===== src/rtl/zapper_hit_sequencer.sv =====
// Light-gun hit sequencer: blacks the screen, flashes each live duck's box white on
// successive frames, and reports which duck (if any) the photodiode saw.
module zapper_hit_sequencer #(
  parameter int BULLETS       = 3,
  parameter int SETTLE_CYCLES = 1000
) (
  input  logic       Clk,
  input  logic       Reset,
  input  logic       frame_start,
  input  logic       trigger,
  input  logic       is_light,
  input  logic [1:0] duck_alive,
  input  logic       reload,
  output logic       mask_black,
  output logic [1:0] target_sel,
  output logic [1:0] hit,
  output logic       miss,
  output logic       busy,
  output logic [2:0] bullet_count
);

  typedef enum logic [2:0] {
    S_IDLE,
    S_ARM,
    S_BLACK,
    S_TGT0,
    S_TGT1,
    S_RESULT
  } state_t;

  localparam logic [2:0]  FULL_MAG = 3'(BULLETS);
  localparam logic [15:0] SETTLE   = 16'(SETTLE_CYCLES);

  state_t      r_state;
  state_t      w_state_nxt;
  logic        r_trig_q;
  logic        r_light_seen;
  logic        r_hit0;
  logic        r_hit1;
  logic [15:0] r_settle;
  logic        w_fire;
  logic        w_hit0_nxt;
  logic        w_hit1_nxt;
  logic        w_enter_clear;
  logic        w_light_ok;

  assign w_light_ok = is_light && (r_settle >= SETTLE);

  always_comb begin
    w_state_nxt = r_state;
    w_hit0_nxt  = r_hit0;
    w_hit1_nxt  = r_hit1;
    w_fire      = 1'b0;
    case (r_state)
      S_IDLE: begin
        if (trigger && !r_trig_q && (bullet_count != 3'd0)) begin
          w_fire      = 1'b1;
          w_state_nxt = S_ARM;
        end
      end
      S_ARM: begin
        if (frame_start) w_state_nxt = S_BLACK;
      end
      S_BLACK: begin
        // Light on an all-black frame means the gun sees a lamp, not a duck.
        if (frame_start) begin
          if (r_light_seen)       w_state_nxt = S_RESULT;
          else if (duck_alive[0]) w_state_nxt = S_TGT0;
          else if (duck_alive[1]) w_state_nxt = S_TGT1;
          else                    w_state_nxt = S_RESULT;
        end
      end
      S_TGT0: begin
        if (frame_start) begin
          w_hit0_nxt  = r_light_seen;
          w_state_nxt = duck_alive[1] ? S_TGT1 : S_RESULT;
        end
      end
      S_TGT1: begin
        if (frame_start) begin
          w_hit1_nxt  = r_light_seen;
          w_state_nxt = S_RESULT;
        end
      end
      S_RESULT: begin
        w_state_nxt = S_IDLE;
        w_hit0_nxt  = 1'b0;
        w_hit1_nxt  = 1'b0;
      end
      default: w_state_nxt = S_IDLE;
    endcase
  end

  assign w_enter_clear = (w_state_nxt != r_state) &&
                         (w_state_nxt inside {S_BLACK, S_TGT0, S_TGT1});

  // Outputs are registered from the next state so they line up with r_state.
  always_ff @(posedge Clk or posedge Reset) begin
    if (Reset) begin
      r_state      <= S_IDLE;
      r_trig_q     <= 1'b1;
      r_light_seen <= 1'b0;
      r_hit0       <= 1'b0;
      r_hit1       <= 1'b0;
      r_settle     <= 16'd0;
      bullet_count <= FULL_MAG;
      mask_black   <= 1'b0;
      target_sel   <= 2'b00;
      hit          <= 2'b00;
      miss         <= 1'b0;
      busy         <= 1'b0;
    end else begin
      r_state  <= w_state_nxt;
      r_trig_q <= trigger;
      r_hit0   <= w_hit0_nxt;
      r_hit1   <= w_hit1_nxt;

      if (frame_start)              r_settle <= 16'd0;
      else if (r_settle != 16'hFFFF) r_settle <= r_settle + 16'd1;

      if (w_enter_clear)   r_light_seen <= 1'b0;
      else if (w_light_ok) r_light_seen <= 1'b1;

      if (reload)      bullet_count <= FULL_MAG;
      else if (w_fire) bullet_count <= bullet_count - 3'd1;

      mask_black <= (w_state_nxt inside {S_BLACK, S_TGT0, S_TGT1});
      target_sel <= {w_state_nxt == S_TGT1, w_state_nxt == S_TGT0};
      busy       <= (w_state_nxt != S_IDLE);
      if (w_state_nxt == S_RESULT) begin
        hit  <= {w_hit1_nxt, w_hit0_nxt};
        miss <= !w_hit1_nxt && !w_hit0_nxt;
      end else begin
        hit  <= 2'b00;
        miss <= 1'b0;
      end
    end
  end

endmodule


===== config.mk =====
export PLATFORM = sky130hd
export DESIGN_NAME = zapper_hit_sequencer
export DESIGN_NICKNAME = d
export VERILOG_FILES = /design/src/rtl/zapper_hit_sequencer.sv
export SDC_FILE = /design/constraint.sdc
export NUM_CORES = 1
export LEC_CHECK = 0
export ABC_AREA = 1
export BUFFER_PORTS_ARGS = -buffer_cell sky130_fd_sc_hd__buf_2
export CELL_PAD_IN_SITES_DETAIL_PLACEMENT = 1
export CELL_PAD_IN_SITES_GLOBAL_PLACEMENT = 1
export CORE_ASPECT_RATIO = 0.7
export CORE_MARGIN = 3
export CORE_UTILIZATION = 47
export DETAILED_ROUTE_END_ITERATION = 7
export PLACE_DENSITY_LB_ADDON = 0.08
export REMOVE_ABC_BUFFERS = 1
export SYNTH_ARGS = -nofsm -noshare
export SYNTH_HDL_FRONTEND = slang
export SYNTH_SLANG_ARGS = --single-unit
export TNS_END_PERCENT = 20

===== constraint.sdc =====
create_clock -name Clk -period 4.56 [get_ports Clk]
set_clock_uncertainty 0.05 [all_clocks]
set_input_delay 0.912 -clock Clk [delete_from_list [all_inputs] [get_ports Clk]]
set_output_delay 0.912 -clock Clk [all_outputs]
set_load 0.03 [all_outputs]

Word-level counts from Yosys, hierarchy flattened
Index checks and enable logic that the tools add are counted.
{"block": "totals", "register_bits": 33, "input_bits": 8, "output_inout_bits": 10, "word_cells": 64}
{"block": "classes", "addsub": 2, "n_lt_le_gt_ge": 1, "eq_ne": 11, "mux": 23, "reduce_logical": 15}
{"operator": "two-way mux 16 bit", "n": 2}
{"operator": "two-way mux 3 bit", "n": 9}
{"operator": "adder 16 x 1 -> 16 bit, second input constant", "n": 1}
{"operator": "greater-or-equal comparator 16 x 10 -> 1 bit, second input constant", "n": 1}
{"operator": "inequality test 16 bit, second input constant", "n": 1}
{"operator": "one-hot mux 3 bit (5 select lines)", "n": 1}
{"operator": "equality test 3 x 2 -> 1 bit, second input constant", "n": 4}
{"operator": "equality test 3 bit, second input constant", "n": 4}
{"operator": "nonzero test 3 bit", "n": 3}
{"operator": "two-way mux 1 bit", "n": 8}
{"operator": "nonzero test 2 bit", "n": 3}
{"operator": "logical AND 1 bit", "n": 5}
{"operator": "one-hot mux 1 bit (2 select lines)", "n": 2}
{"operator": "equality test 3 x 1 -> 1 bit, second input constant", "n": 1}
{"operator": "logical NOT 1 bit", "n": 3}
{"operator": "logical NOT 3 bit", "n": 1}
{"operator": "inequality test 3 bit", "n": 1}
{"operator": "subtractor 3 x 1 -> 3 bit, second input constant", "n": 1}
{"operator": "two-way mux 2 bit", "n": 1}

Longest topological paths before layout
{"block": "logic_depth", "word_depth": 9, "mapped_depth": 11, "mapped_depth_nobuf": 11}

Least setup slack after synthesis
OpenSTA, ideal clock, no wires.
{"block": "synth_path", "path_type": "input port to flip-flop", "startpoint": "in frame_start", "endpoint": "reg r_light_seen", "setup_time_ps": 122, "arrival_ps": 1675, "required_ps": 4388, "setup_slack_ps": 2713, "path_stages": 11, "path_cell_list": "buf_6 -> inv_2 -> buf_6 -> nor2_1 -> nand2_1 -> nor2_1 -> nor2_1 -> nand3_1 -> nand2_1 -> nand2_1 -> a21oi_1"}
{"block": "synth_between", "elab_chain_len": 6}
{"element": "start: declaration", "line_no": "9", "rtl": "input logic frame_start,"}
{"element": "two-way mux 3 bit, on equally long branches"}
{"element": "one-hot mux 3 bit (5 select lines) (*)", "line_no": "54", "rtl": "case (r_state)"}
{"element": "equality test 3 x 2 -> 1 bit or equality test 3 bit (tied branches)", "line_no": "95", "rtl": "(w_state_nxt inside {S_BLACK, S_TGT0, S_TGT1});"}
{"element": "nonzero test 3 bit", "line_no": "95"}
{"element": "logical AND 1 bit (*)", "line_no": "94", "rtl": "assign w_enter_clear = (w_state_nxt != r_state) &&"}
{"element": "two-way mux 1 bit or nonzero test 2 bit (tied branches)"}
{"element": "end signal: assignment", "line_no": "102", "rtl": "r_light_seen <= 1'b0;"}
{"element": "end signal: assignment", "line_no": "121", "rtl": "if (w_enter_clear) r_light_seen <= 1'b0;"}
{"element": "end signal: assignment", "line_no": "122", "rtl": "else if (w_light_ok) r_light_seen <= 1'b1;"}
{"element": "end: declaration", "line_no": "37", "rtl": "logic r_light_seen;"}
Every way passes the cells marked *; elsewhere a longest branch is shown, timed or not.
A chain may end at the register's enable or synchronous reset.

Final worst setup path
{"block": "layout_path", "startpoint": "reg bullet_count[0]", "endpoint": "reg miss"}
{"block": "layout_between", "elab_chain_len": 6}
{"element": "start: declaration", "line_no": "19", "rtl": "output logic [2:0] bullet_count"}
{"element": "start signal: assignment", "line_no": "125", "rtl": "else if (w_fire) bullet_count <= bullet_count - 3'd1;"}
{"element": "nonzero test 3 bit", "line_no": "56", "rtl": "if (trigger && !r_trig_q && (bullet_count != 3'd0)) begin"}
{"element": "logical AND 1 bit", "line_no": "56"}
{"element": "two-way mux 3 bit", "line_no": "56"}
{"element": "one-hot mux 3 bit (5 select lines)", "line_no": "54"}
{"element": "net w_state_nxt[0]", "line_no": "35", "rtl": "state_t w_state_nxt;"}
{"element": "equality test 3 bit", "line_no": "130", "rtl": "if (w_state_nxt == S_RESULT) begin"}
{"element": "two-way mux 1 bit", "line_no": "130"}
{"element": "end signal: assignment", "line_no": "132", "rtl": "miss <= !w_hit1_nxt && !w_hit0_nxt;"}
{"element": "end: declaration", "line_no": "17", "rtl": "output logic miss,"}
The timed path passes the listed nets, and every way through them passes these cells.

==> results_dict.tcl <==
set metrics [dict create \
    critical_path_required_ns 4.72 \
    synth-seq-area-share_pct 45.44 \
    final-seq-area_um2 829.5 \
    post-cts-setup-buffers 0 \
    path_cells "inv_1 > ha_1 > ha_1 > nor2_1 > nand3_2 > nand2_1 > inv_1 > nand3_4 > nand2_2 > nor3_2" \
    synth_top_area_share_pct 41.12 \
    grt-ovfl-total 0 \
    fill_cells 465 \
    critPathMaxFanout 7 \
    tritoncts "built" \
    final_common_cell "nand2_1" \
    routed_wl_um 4673 \
    design.die.area_um2 4680 \
    dp_hpwl_um 3455 \
    holdPathEnd "r_settle[9]" \
    num_rows 18 \
    drc_errors 0 \
    clk_latency_ns 0.29 \
    r2r-start "bullet_count[0]" \
    setup_viol 0 \
    cp_num_buf_inv 2 \
    worst_pin_slew_ns 0.4481 \
    start_util_pct 50.35 \
    ys_top_cells_by_area "dfrtp_1 (41%), nand2_1 (7.2%), inv_1 (6.6%), nor2_1 (6.2%), nand3_1 (4.7%)" \
    synth.yosys.warnings 0 \
    min_from "r_settle[9]" \
    gp_congestion 0.8452 \
    viasPerCell 5.439 \
    finalMaxSlewViolations 0 \
    ctsHtreeMaxLevel 2 \
    fmax_mhz 494.7 \
    swShare_pct 39.35 \
    cts_root_buffer "clkbuf_8" \
    area_delta_synth_final_pct 11.93 \
    p_per_area_nw_per_um2 449.6 \
    crit_path_end_kind "flip-flop" \
    worstPathArrival_ns 2.18 \
    p_switching_uw 361.5 \
    p_comb_share_pct 31.6 \
    pwr-share-clk_pct 27.5 \
    syn_area_um2 1826 \
    die_width_um 80.49 \
    p_total_uw 918.6 \
    avgSynthCellArea_um2 8.150 \
    antenna_found_initial 0 \
    synth_area_leader_cell "dfrtp_1" \
    cap_violations 0 \
    postSynthCellCount 224 \
    worstHoldPathType "flip-flop to flip-flop" \
    grt_max_degree 34 \
    crit_slowest_cell "dfstp_2" \
    yosys_register_bits 33 \
    p_int_uw 557.2 \
    final_cell_mix "nand2_1 (35), inv_1 (32), nor2_1 (30), dfrtp_1 (30)" \
    status "finished, final reports clean" \
    ctsResizeCount 0 \
    cts.sink_count 33 \
    core_region_area_um2 3626 \
    numPortBuffers 17 \
    track_usage_pct 22.63 \
    hold_viol 0 \
    p_seq_share_pct 40.9 \
    wl_per_cell_um 15.79 \
    first_iter_violations 84 \
    die_y_um 58.14 \
    n_antenna_cell 0 \
    critical_path_class "flip-flop to flip-flop" \
    clk_pin_slew_ns 0.07 \
    r2r_cells 10 \
    cts-buffers-inserted 5 \
    startpoint_type "flip-flop" \
    dr_total_vias 1610 \
    nNetsFinal 257 \
    first_pass_iters 4 \
    grt_first_pass_wirelength_um 7969 \
    multiInputGateArea_um2 825.8 \
    drive_gt1_share_pct 21.14 \
    clockBufferDepth 2 \
    fin_crit_sh_pct 44.33 \
    whs_path_depth 1 \
    reg2reg_to "miss" \
    tns_ns 0 \
    yosysUniqueCellTypes 32 \
    ir_worst_vdd_v 0.0002383 \
    antenna_left 0 \
    critPathMaxStageDelay_ns 0.56 \
    cts.hold.buffers_added 0 \
    slew_headroom_pct 69.90 \
    crit_family "simple AND/OR/NAND/NOR gates" \
    p_leak_nw 1.053 \
    rsz0062_at_grt "false" \
    io_pins 18 \
    grt_pass1_vias 1597 \
    post-route-min-period_ns 2.022 \
    rrSetupSlack_ns 2.54 \
]
[through the flow]
| stage | hold WS [ns] | std cells | util (%) | setup slack, ns | cell area, um2 |
|---|---|---|---|---|---|
| 6_report | 0.4770 | 296 | 56.35 | 2.538 | 2043 |
| 5_1_grt | 0.5199 | 296 | 56.35 | 2.378 | 2043 |
| 4_1_cts | 0.4569 | 296 | 56.35 | 2.531 | 2043 |
| 3_5_place_dp | 0.4458 | 288 | 53.55 | 2.348 | 1942 |
| 3_3_place_gp | 0.4447 | 288 | 53.55 | 2.466 | 1942 |
| 2_1_floorplan | 0.4154 | 220 | - | 2.726 | 1787 |
[layer usage]
layer  GRT usage (%)  vias to the layer above  part of all wire (%)
met5               0                        -                     0
met4           3.614                        0                  0.28
met3           5.590                        3                   5.1
met2           32.78                       41                    43
met1           34.78                      791                    52
li1                -                      775                     -
[flip-flops by register name, indices dropped and copies added (netlist names)]
register      count
r_settle         16
bullet_count      3
r_state           3
hit               2
target_sel        2
busy              1
mask_black        1
miss              1
r_hit0            1
r_hit1            1
r_light_seen      1
r_trig_q          1
[cell families (layout without fill, tap and decap cells)]
family	Yosys count	in the layout	share of synthesized area, %
AO/OA/AOI/OAI	38	38	12.41
XOR/XNOR	1	1	0.4799
adder cells (fa/ha/maj)	4	4	2.742
buffers and inverters	39	61	9.321
flip-flops	33	33	45.44
AND/OR/NAND/NOR	109	109	29.61
[synth_stat cells (all sizes together)]
cell type and instances:
a22oi 1, buf 4, o21ai 18, nand2 38
a31o 1, dfrtp 30, nor2 36, nand3b 1
ha 4, inv 35, dfstp 3, a211oi 1
nand4 4, a31oi 5, nand3 22, xor2 1
nor3 7, o211a 2, a21oi 9, nor4 1
o211ai 1
[worst register-to-register path, cell delays in order (launching register included)]
cell	delay, ns
dfstp_2	0.56
inv_1	0.05
ha_1	0.19
ha_1	0.19
nor2_1	0.14
nand3_2	0.17
nand2_1	0.14
inv_1	0.08
nand3_4	0.10
nand2_2	0.10
nor3_2	0.17
[final cells by class]
type,count,area share [%]
flip-flops and latches,33,40.60
multi-input cells,152,40.42
inverters,35,6.430
clock buffers,7,4.715
repair buffers,18,4.532
well taps,50,3.062
clock inverters,1,0.2449
[power groups by stage]
stage          logic (mW)  clock network (mW)  registers (mW)
2_1_floorplan       0.160                   0           0.423
3_3_place_gp        0.269                   0           0.380
3_5_place_dp        0.286                   0           0.381
4_1_cts             0.293               0.255           0.375
5_1_grt             0.320               0.273           0.382
6_report            0.290               0.253           0.376
[worst max path at each step]
stage	startpoint	end	depth (start not counted)
6_report	bullet_count[0]	miss	10
2_1_floorplan	bullet_count[0]	miss	10
3_5_place_dp	frame_start	r_light_seen	8
5_1_grt	bullet_count[0]	miss	10
3_3_place_gp	frame_start	r_light_seen	10
4_1_cts	bullet_count[0]	miss	10
No activity file was read; power rests on OpenSTA's default activity.
